File: config.mk
export PLATFORM = sky130hd
export DESIGN_NAME = box_overlay
export DESIGN_NICKNAME = d
export VERILOG_FILES = /design/src/rtl/box_overlay_pkg.sv /design/src/rtl/raster_cnt.sv /design/src/rtl/box_overlay.sv
export SDC_FILE = /design/constraint.sdc
export NUM_CORES = 1
export LEC_CHECK = 0
export ABC_AREA = 1
export BUFFER_PORTS_ARGS = -buffer_cell sky130_fd_sc_hd__buf_2
export CELL_PAD_IN_SITES_DETAIL_PLACEMENT = 0
export CELL_PAD_IN_SITES_GLOBAL_PLACEMENT = 1
export CORE_ASPECT_RATIO = 0.9
export CORE_MARGIN = 1.5
export CORE_UTILIZATION = 40
export CTS_CLUSTER_SIZE = 16
export DETAILED_ROUTE_END_ITERATION = 8
export PLACE_DENSITY = 0.75
export SKIP_CTS_REPAIR_TIMING = 1
export SLEW_MARGIN = 15
export SYNTH_ARGS = -nofsm -noshare
export SYNTH_HDL_FRONTEND = slang
export SYNTH_SLANG_ARGS = --single-unit
File: constraint.sdc
create_clock -name clk -period 2.8 [get_ports clk]
set_clock_uncertainty 0.2 [all_clocks]
set_input_delay 0.14 -clock clk [delete_from_list [all_inputs] [get_ports clk]]
set_output_delay 0.14 -clock clk [all_outputs]
set_load 0.1 [all_outputs]
File: src/rtl/box_overlay_pkg.sv
// Shared video definitions: coordinate width, box-tracker FSM states,
// RGB565 colour constants and the per-axis border helper.
package box_overlay_pkg;

    localparam int unsigned CoordW = 12;
    localparam int unsigned HoldW  = 4;

    typedef logic [CoordW-1:0] coord_t;

    typedef enum logic [1:0] {
        StNoBox = 2'd0,
        StTrack = 2'd1,
        StHold  = 2'd2
    } box_state_e;

    localparam logic [15:0] Rgb565Black = 16'h0000;
    localparam logic [15:0] Rgb565Red   = 16'hF800;
    localparam logic [15:0] Rgb565Green = 16'h07E0;
    localparam logic [15:0] Rgb565Blue  = 16'h001F;
    localparam logic [15:0] Rgb565White = 16'hFFFF;

    // True when c lies within lw pixels of either end of [lo, hi].
    // Coordinates are at most 11 bits and lw at most 8, so 12-bit sums never wrap.
    function automatic logic axis_edge(coord_t c, coord_t lo, coord_t hi, coord_t lw);
        return (c < lo + lw) || (c + lw > hi);
    endfunction

endpackage

File: src/rtl/raster_cnt.sv
// Raster position counter: tracks the (x, y) of the current qualified pixel
// and flags the last pixel of a line and of a frame.
module raster_cnt
    import box_overlay_pkg::*;
#(
    parameter int unsigned ROW_CNT = 1024,
    parameter int unsigned COL_CNT = 768
) (
    input  logic   clk,
    input  logic   rst_n,
    input  logic   advance_i,
    output coord_t cnt_x_o,
    output coord_t cnt_y_o,
    output logic   eol_o,
    output logic   eof_o
);

    coord_t cnt_x_q, cnt_x_d;
    coord_t cnt_y_q, cnt_y_d;
    logic   last_x;
    logic   last_y;

    assign last_x  = (cnt_x_q == coord_t'(ROW_CNT - 1));
    assign last_y  = (cnt_y_q == coord_t'(COL_CNT - 1));
    assign eol_o   = advance_i && last_x;
    assign eof_o   = advance_i && last_x && last_y;
    assign cnt_x_o = cnt_x_q;
    assign cnt_y_o = cnt_y_q;

    // Next position: step x per pixel, wrap x and step y at end of line.
    always_comb begin
        cnt_x_d = cnt_x_q;
        cnt_y_d = cnt_y_q;
        if (advance_i) begin
            if (last_x) begin
                cnt_x_d = '0;
                cnt_y_d = last_y ? '0 : cnt_y_q + coord_t'(1);
            end else begin
                cnt_x_d = cnt_x_q + coord_t'(1);
            end
        end
    end

    // Position registers.
    always_ff @(posedge clk or negedge rst_n) begin
        if (!rst_n) begin
            cnt_x_q <= '0;
            cnt_y_q <= '0;
        end else begin
            cnt_x_q <= cnt_x_d;
            cnt_y_q <= cnt_y_d;
        end
    end

endmodule

File: src/rtl/box_overlay.sv
// Draws a detector bounding box onto an RGB565 pixel stream with one cycle
// of latency. The box is latched at end of frame and drawn on the next frame;
// after detection loss the last box is held for HOLD_FRAMES frames.
module box_overlay
    import box_overlay_pkg::*;
#(
    parameter int unsigned ROW_CNT     = 1024,
    parameter int unsigned COL_CNT     = 768,
    parameter int unsigned LINE_W      = 2,
    parameter logic [15:0] BOX_COLOR   = Rgb565Red,
    parameter int unsigned HOLD_FRAMES = 4
) (
    input  logic        clk,
    input  logic        rst_n,
    input  logic [15:0] pix_in,
    input  logic        data_vaild,
    input  logic [10:0] x_min,
    input  logic [10:0] x_max,
    input  logic [10:0] y_min,
    input  logic [10:0] y_max,
    output logic [15:0] pix_out,
    output logic        pix_out_vaild,
    output logic        frame_done,
    output logic        box_active
);

    coord_t cnt_x;
    coord_t cnt_y;
    logic   eol;
    logic   eof;

    raster_cnt #(
        .ROW_CNT(ROW_CNT),
        .COL_CNT(COL_CNT)
    ) u_raster_cnt (
        .clk      (clk),
        .rst_n    (rst_n),
        .advance_i(data_vaild),
        .cnt_x_o  (cnt_x),
        .cnt_y_o  (cnt_y),
        .eol_o    (eol),
        .eof_o    (eof)
    );

    box_state_e       state_q, state_d;
    logic [HoldW-1:0] hold_cnt_q, hold_cnt_d;
    coord_t           bx_min_q, bx_max_q, by_min_q, by_max_q;
    logic             load_box;
    logic             box_valid;
    coord_t           in_x_min, in_x_max, in_y_min, in_y_max;

    assign in_x_min = {1'b0, x_min};
    assign in_x_max = {1'b0, x_max};
    assign in_y_min = {1'b0, y_min};
    assign in_y_max = {1'b0, y_max};

    assign box_valid = (in_x_min <= in_x_max) && (in_y_min <= in_y_max) &&
                       (in_x_max < coord_t'(ROW_CNT)) && (in_y_max < coord_t'(COL_CNT));

    // Tracker next state; decisions are taken only on the last pixel of a frame.
    always_comb begin
        state_d    = state_q;
        hold_cnt_d = hold_cnt_q;
        load_box   = 1'b0;
        if (eof) begin
            unique case (state_q)
                StNoBox: begin
                    if (box_valid) begin
                        state_d  = StTrack;
                        load_box = 1'b1;
                    end
                end
                StTrack: begin
                    if (box_valid) begin
                        load_box = 1'b1;
                    end else begin
                        state_d    = StHold;
                        hold_cnt_d = HoldW'(1);
                    end
                end
                StHold: begin
                    if (box_valid) begin
                        state_d    = StTrack;
                        load_box   = 1'b1;
                        hold_cnt_d = '0;
                    end else if (hold_cnt_q == HoldW'(HOLD_FRAMES)) begin
                        state_d    = StNoBox;
                        hold_cnt_d = '0;
                    end else begin
                        hold_cnt_d = hold_cnt_q + HoldW'(1);
                    end
                end
                default: begin
                    state_d    = StNoBox;
                    hold_cnt_d = '0;
                end
            endcase
        end
    end

    // Tracker state and hold counter.
    always_ff @(posedge clk or negedge rst_n) begin
        if (!rst_n) begin
            state_q    <= StNoBox;
            hold_cnt_q <= '0;
        end else begin
            state_q    <= state_d;
            hold_cnt_q <= hold_cnt_d;
        end
    end

    // Shadow box: only updated at end of frame so a frame is drawn with one box.
    always_ff @(posedge clk or negedge rst_n) begin
        if (!rst_n) begin
            bx_min_q <= '0;
            bx_max_q <= '0;
            by_min_q <= '0;
            by_max_q <= '0;
        end else if (load_box) begin
            bx_min_q <= in_x_min;
            bx_max_q <= in_x_max;
            by_min_q <= in_y_min;
            by_max_q <= in_y_max;
        end
    end

    assign box_active = (state_q != StNoBox);

    logic   in_box;
    logic   on_edge;
    logic   border_hit;
    coord_t line_w;

    assign line_w = coord_t'(LINE_W);

    // Border test for the current pixel; thin boxes naturally become solid fills.
    always_comb begin
        in_box  = (cnt_x >= bx_min_q) && (cnt_x <= bx_max_q) &&
                  (cnt_y >= by_min_q) && (cnt_y <= by_max_q);
        on_edge = axis_edge(cnt_x, bx_min_q, bx_max_q, line_w) ||
                  axis_edge(cnt_y, by_min_q, by_max_q, line_w);
        border_hit = in_box && on_edge && box_active;
    end

    // Output pipeline stage; pixels outside the qualifier pass through untouched.
    always_ff @(posedge clk or negedge rst_n) begin
        if (!rst_n) begin
            pix_out       <= '0;
            pix_out_vaild <= 1'b0;
            frame_done    <= 1'b0;
        end else begin
            pix_out       <= (data_vaild && border_hit) ? BOX_COLOR : pix_in;
            pix_out_vaild <= data_vaild;
            frame_done    <= eof;
        end
    end

endmodule

Word level (Yosys, flattened, before mapping)
Index checks and enable logic that the tools add are counted.

cells by class
  add/sub/neg operators = 7
  magnitude comparators = 12
  eq/ne operators = 8
  mux-type cells = 15
  bitwise gates (word level) = 1
  reduce and logical (&&, ||, !) cells = 20

operator list
  kind                                                  number
  adder 11 x 2 -> 12 bit, second input constant         2
  adder 12 x 1 -> 12 bit, second input constant         2
  adder 12 x 2 -> 12 bit, second input constant         2
  == test 12 x 10 -> 1 bit, second input constant       2
  greater-or-equal comparator 12 x 11 -> 1 bit          2
  greater-than comparator 12 x 11 -> 1 bit              2
  <= comparator 12 x 11 -> 1 bit                        2
  < comparator 12 bit                                   2
  two-way mux 12 bit                                    2
  <= comparator 11 bit                                  2
  two-way mux 16 bit                                    1
  two-way mux 4 bit                                     3
  one-hot mux 4 bit (3 select lines)                    1
  logical AND 1 bit                                     11
  < comparator 11 x 10 -> 1 bit, second input constant  1
  < comparator 11 bit, second input constant            1
  two-way mux 2 bit                                     4
  one-hot mux 2 bit (3 select lines)                    1
  adder 4 x 1 -> 4 bit, second input constant           1
  == test 4 x 3 -> 1 bit, second input constant         1
  != test 2 bit, second input constant                  2
  AND reduction 4 bit                                   1
  logical OR 1 bit                                      3
  two-way mux 1 bit                                     3
  other kinds (9)                                       9

word-level totals
  register bits after elaboration = 92
  input port bits = 63

Longest topological paths before layout
  depth in word-level cells = 8
  depth in mapped cells = 19
  gate-level depth less buffers = 19

By module
A second synthesis with hierarchy kept.

second synthesis, totals
  cell total of the unflattened synthesis = 976
  area, all modules = 7444.6 µm²

modules (own cells, without submodules)
  module       instances  cells an instance  area an instance (µm²)  sequential area each (µm²)
  box_overlay  1          799                6079.6                  1701.6
  raster_cnt   1          177                1365.1                  600.6

Worst setup path before layout
No wires, ideal clock.

  kind = flip-flop to flip-flop
  start point = register bx_min_q[1]
  end point = register pix_out[10]
  arrival = 2.325 ns
  data required time = 2.463 ns
  setup slack = 0.137 ns
  stages on the path, launching flop included = 18
  path buffers = 1
  clock period less this slack = 2.663 ns
  cell sequence = dfrtp_1 > ha_1 > nand3_1 > nor2_1 > nand2_1 > nor2_1 > nand2_1 > xor2_1 > ha_1 > a21oi_1 > nor2_1 > o21ai_0 > nand3_1 > nand2_1 > nor2_1 > nand3_1 > clkbuf_1 > a21oi_1

between the ends
  word-level cells in the longest chain between the ends = 8
  elaborated cells between the ends (all ways) = 12
  classes of those cells = 1 x add/sub; 2 x order compare; 1 x mux; 8 x reduce/logical

RTL lines
  item                                                                                    line                                       RTL
  start, declared                                                                         box_overlay.sv:47                          coord_t bx_min_q, bx_max_q, by_min_q, by_max_q;
  start signal, assigned                                                                  box_overlay.sv:120                         bx_min_q <= in_x_min;
  adder 11 x 2 -> 12 bit or greater-or-equal comparator 12 x 11 -> 1 bit (tied branches)  box_overlay_pkg.sv:25, box_overlay.sv:138
  < comparator 12 bit or logical AND 1 bit (tied branches)                                box_overlay_pkg.sv:25, box_overlay.sv:138
  logical OR 1 bit or logical AND 1 bit (tied branches)                                   box_overlay_pkg.sv:25, box_overlay.sv:138
  logical OR 1 bit or logical AND 1 bit (tied branches)                                   box_overlay.sv:140, box_overlay.sv:139
  logical AND 1 bit * (2 in series)                                                       box_overlay.sv:142                         border_hit = in_box && on_edge && box_active;
  logical AND 1 bit *                                                                     box_overlay.sv:152                         pix_out <= (data_vaild && border_hit) ? BOX_COLOR : pix_in;
  two-way mux 16 bit *                                                                    box_overlay.sv:152
  end signal, assigned                                                                    box_overlay.sv:152
  end, declared                                                                           box_overlay.sv:21                          output logic [15:0] pix_out,

Mark *: on every way between the ends. The rest lies on a longest branch, timed or not.
A chain may end at the register's enable or synchronous reset.

Final worst setup path
  start point = register bx_min_q[1]
  end point = register pix_out[12]

Same word-level chain as after synthesis.

==> metrics.md <==
| Metric | Value |
|---|---|
| Critical Path RT | `2.85 ns` |
| Switching power | `approximately 1.2 mW` |
| Fillcell total | `approximately 1800` |
| Ant diodes | `0` |
| Post-synth ARST share | `100%` |
| Critical path endpoint category | `register` |
| Dominant synthesized flop cell | `dfrtp_1` |
| Drt pass-1 iters | `8` |
| CP peak stage delay | `0.38 ns` |
| Syn_area_per_cell | `7.65 sq um` |
| Peak Freq | `about 350 MHz` |
| Worst setup margin | `-0.0405 ns` |
| CTS sink count | `92` |
| CTS Root Cell | `clkbuf_16` |
| RSZ-0062 raised after global routing | `yes` |
| Most common cell after layout, fill and taps aside | `nand2_1` |
| Combinational group share of total power | `25.6%` |
| # rows | `between 40 and 50` |
| Vias in the first global route | `5660` |
| Fin crit period | `2.84 ns` |
| Worst flop-to-flop path startpoint | `bx_min_q[1]` |
| TritonCTS clock tree | `yes` |
| Top cell type by total area after synthesis | `dfrtp_1` |
| Initial Util | `40.9%` |
| Yosys warns | `0` |
| Max-slew violation count | `0` |
| Post-detail-place hpwl | `between 10000 and 15000 um` |
| Crit. Startpoint | `bx_min_q[1]` |
| Tcrit/Tclk final | `101%` |
| # setup viols final | `12` |
| Die ar. | `between 15000 and 20000 sq um` |
| DRC Markers | `0` |
| Final Hold Vio Count | `0` |
| Final nets | `around 1300` |
| Critical Setup Path Class | `register to register` |
| Synth cell types | `37` |
| Die span in x | `145 um` |
| Antenna violations before repair | `0` |
| Yosys top cell area share | `between 30% and 40%` |
| Final Util | `52.3%` |
| Routed WL per cell | `around 14 um` |
| Initial DRC Count | `between 300 and 400` |
| Cells after Synth | `946` |
| Vias | `6485` |
| Clk network pwr share | `34.3%` |
| Cell at the slowest stage of the critical path | `dfrtp_1` |
| Cells along the critical path | `ha_2 > nand3_2 > nor2_1 > nand2_1 > nor2_2 > nand2_1 > xor2_1 > ha_1 > nand4_1 > nor3_2 > nand2_1 > nand3_2 > nand2_2 > nor2_2 > nand3_2 > buf_6 > nand2_4 > nand2_1` |
| Sw frac | `around 34%` |
| PD cells | `388 nW/um^2` |
| CTS clk-pin slew, worst paths | `0.07 ns` |
| Max-slew headroom | `57.1%` |
| Commonest cells after routing, fill and taps aside | `210 x nand2_1, 159 x inv_1, 122 x ha_1` |
| Core area | `about 18000 sq um` |
| Maximum VDD drop | `roughly 280 uV` |
| Clk buf depth | `2` |
| Gr usage total | `20.3%` |
| Detail Route Antenna Nets | `0` |
| Worst EP arrival | `between 2 and 3 ns` |
| Pre-CTS setup slack | `-0.0952 ns` |
| Worst Tran Pin Value | `0.643 ns` |
| MaxCap Viol Count | `0` |
| WL final | `18900 um` |
| Gpl congestion | `0.859` |
| # IOs | `82` |
| Mapped cell area | `7230 sq um` |
| Flop and latch count out of synthesis | `92` |
| Vias per cell | `between 4 and 5` |
| CP Launch Type | `register` |
| Fraction of layout cells with a size suffix above 1 | `15.4%` |
| Reg power frac | `40.1%` |
| Area delta synth->final | `27.7%` |
| Port Buffers | `81` |
| R2r setup slk | `-0.04 ns` |
| Clock Latency Late Sink | `0.36 ns` |
| Die Y | `131 um` |
| Worst hold path class | `input port to register` |
| Sequential area share after synthesis | `31.8%` |
| First-pass GRT wire length | `29400 um` |
| Internal power | `2.38 mW` |
| Status | `finished, violations left` |
| Syn nets | `1132` |
| WP buf/inv | `1` |
| GRT overflow | `0` |
| Worst hold slack | `~0.14 ns` |
| Crit path max fanout | `6` |
| Static Leak | `5.07 nW` |
| Crit path max-delay family | `simple AND/OR/NAND/NOR gates` |
| Number of synthesized flops with an enable pin | `0` |
| Largest net degree at the start of global routing | `a little under 50` |
| CTS buffer count | `9` |
| HP Start | `y_max[10]` |
| H-tree depth | `3` |
| CP dominant cell by count | `nand2_1` |
| Top cells by area, synth | `dfrtp_1 32%, ha_1 21%, nand2_1 11%` |
| Failing checks | `setup timing` |
-- logic make-up after synthesis --
logic type,Yosys count,synth area share [%]
and+or+nand+nor,377,22.1
buffers and inverters,174,9.65
AOI/OAI and AO/OA,138,10.1
adders and majority gates,123,21.3
DFF,92,31.8
xor gates and xnor gates,42,5.09
-- synth_stat cells, types with 2 or more instances --
| cell type | number |
|---|---|
| a21oi_1 | 59 |
| inv_2 | 2 |
| nor3_2 | 2 |
| o21a_1 | 5 |
| o21ai_0 | 59 |
| o21bai_1 | 2 |
| clkbuf_1 | 2 |
| and3_1 | 2 |
| nor4_1 | 4 |
| inv_1 | 159 |
| nand2_1 | 212 |
| buf_6 | 5 |
| xor2_1 | 37 |
| clkbuf_2 | 4 |
| nor3_1 | 17 |
| nand4_1 | 19 |
| nor2_1 | 76 |
| dfrtp_1 | 92 |
| a21o_1 | 3 |
| o21ai_1 | 4 |
| a31oi_1 | 3 |
| xnor2_1 | 5 |
| nand3_1 | 34 |
| ha_1 | 123 |
| or2_2 | 2 |
| nand2_2 | 3 |
-- worst min-delay path, cell delays in order --
cell,delay (ns)
buf_2,0.07
inv_1,0.04
o211ai_1,0.08
inv_1,0.07
nand4_1,0.09
a21oi_1,0.06
nand2_1,0.06
nand2_1,0.04
-- path summary, 6_finish.rpt --
kind	endpoint	cells after the start
min reg2reg	bx_max_q[0]	2
max in group asynchronous	by_max_q[2]	3
max reg2reg	pix_out[12]	18
min in group asynchronous	u_raster_cnt.cnt_x_o[8]	2
min	state_q[0]	8
max	pix_out[12]	18
-- per-layer routing --
| layer | up-vias | part of all wire, % | global-route usage (%) |
|---|---|---|---|
| met3 | 17 | 3.9 | 4.08 |
| li1 | 3442 | - | - |
| met4 | 0 | 1.0 | 4.63 |
| met1 | 2902 | 55 | 32.0 |
| met2 | 124 | 40 | 28.1 |
| met5 | - | 0 | 0 |
-- metrics by stage --
stage	cell area, sq um	power (mW)	instances	TNS [ns]
finish	9240	3.59	1383	-0.330
global route	9240	3.80	1383	-3.55
CTS	8560	3.57	1321	-0.576
detailed placement	8270	2.31	1305	-0.471
global placement	8270	2.30	1305	-0.0286
floorplan	7230	1.98	946	0
-- layout make-up --
cell class / count / area [sq um] / area share (%)
repair buffers: 193 / 1440 / 15.6
clock buffers: 9 / 225 / 2.44
clock inverters: 7 / 67.6 / 0.732
flip-flops and latches: 92 / 2300 / 24.9
inverters: 162 / 609 / 6.60
well taps: 240 / 300 / 3.25
multi-input cells: 680 / 4290 / 46.5
-- flip-flops by register name, summed over array words and instances (netlist names), 2 cells and up --
| register | cells |
|---|---|
| by_max_q | 11 |
| u_raster_cnt.cnt_y_o | 12 |
| hold_cnt_q | 4 |
| bx_max_q | 11 |
| state_q | 2 |
| by_min_q | 11 |
| pix_out | 16 |
| bx_min_q | 11 |
| u_raster_cnt.cnt_x_o | 12 |
-- power by group through the flow --
stage | clock network (mW) | logic (mW) | registers [mW]
floorplan | 0 | 0.419 | 1.56
global placement | 0 | 0.838 | 1.46
detailed placement | 0 | 0.847 | 1.46
CTS | 1.28 | 0.854 | 1.44
global route | 1.31 | 1.04 | 1.44
finish | 1.23 | 0.919 | 1.44
No activity file was read; power rests on OpenSTA's default activity.
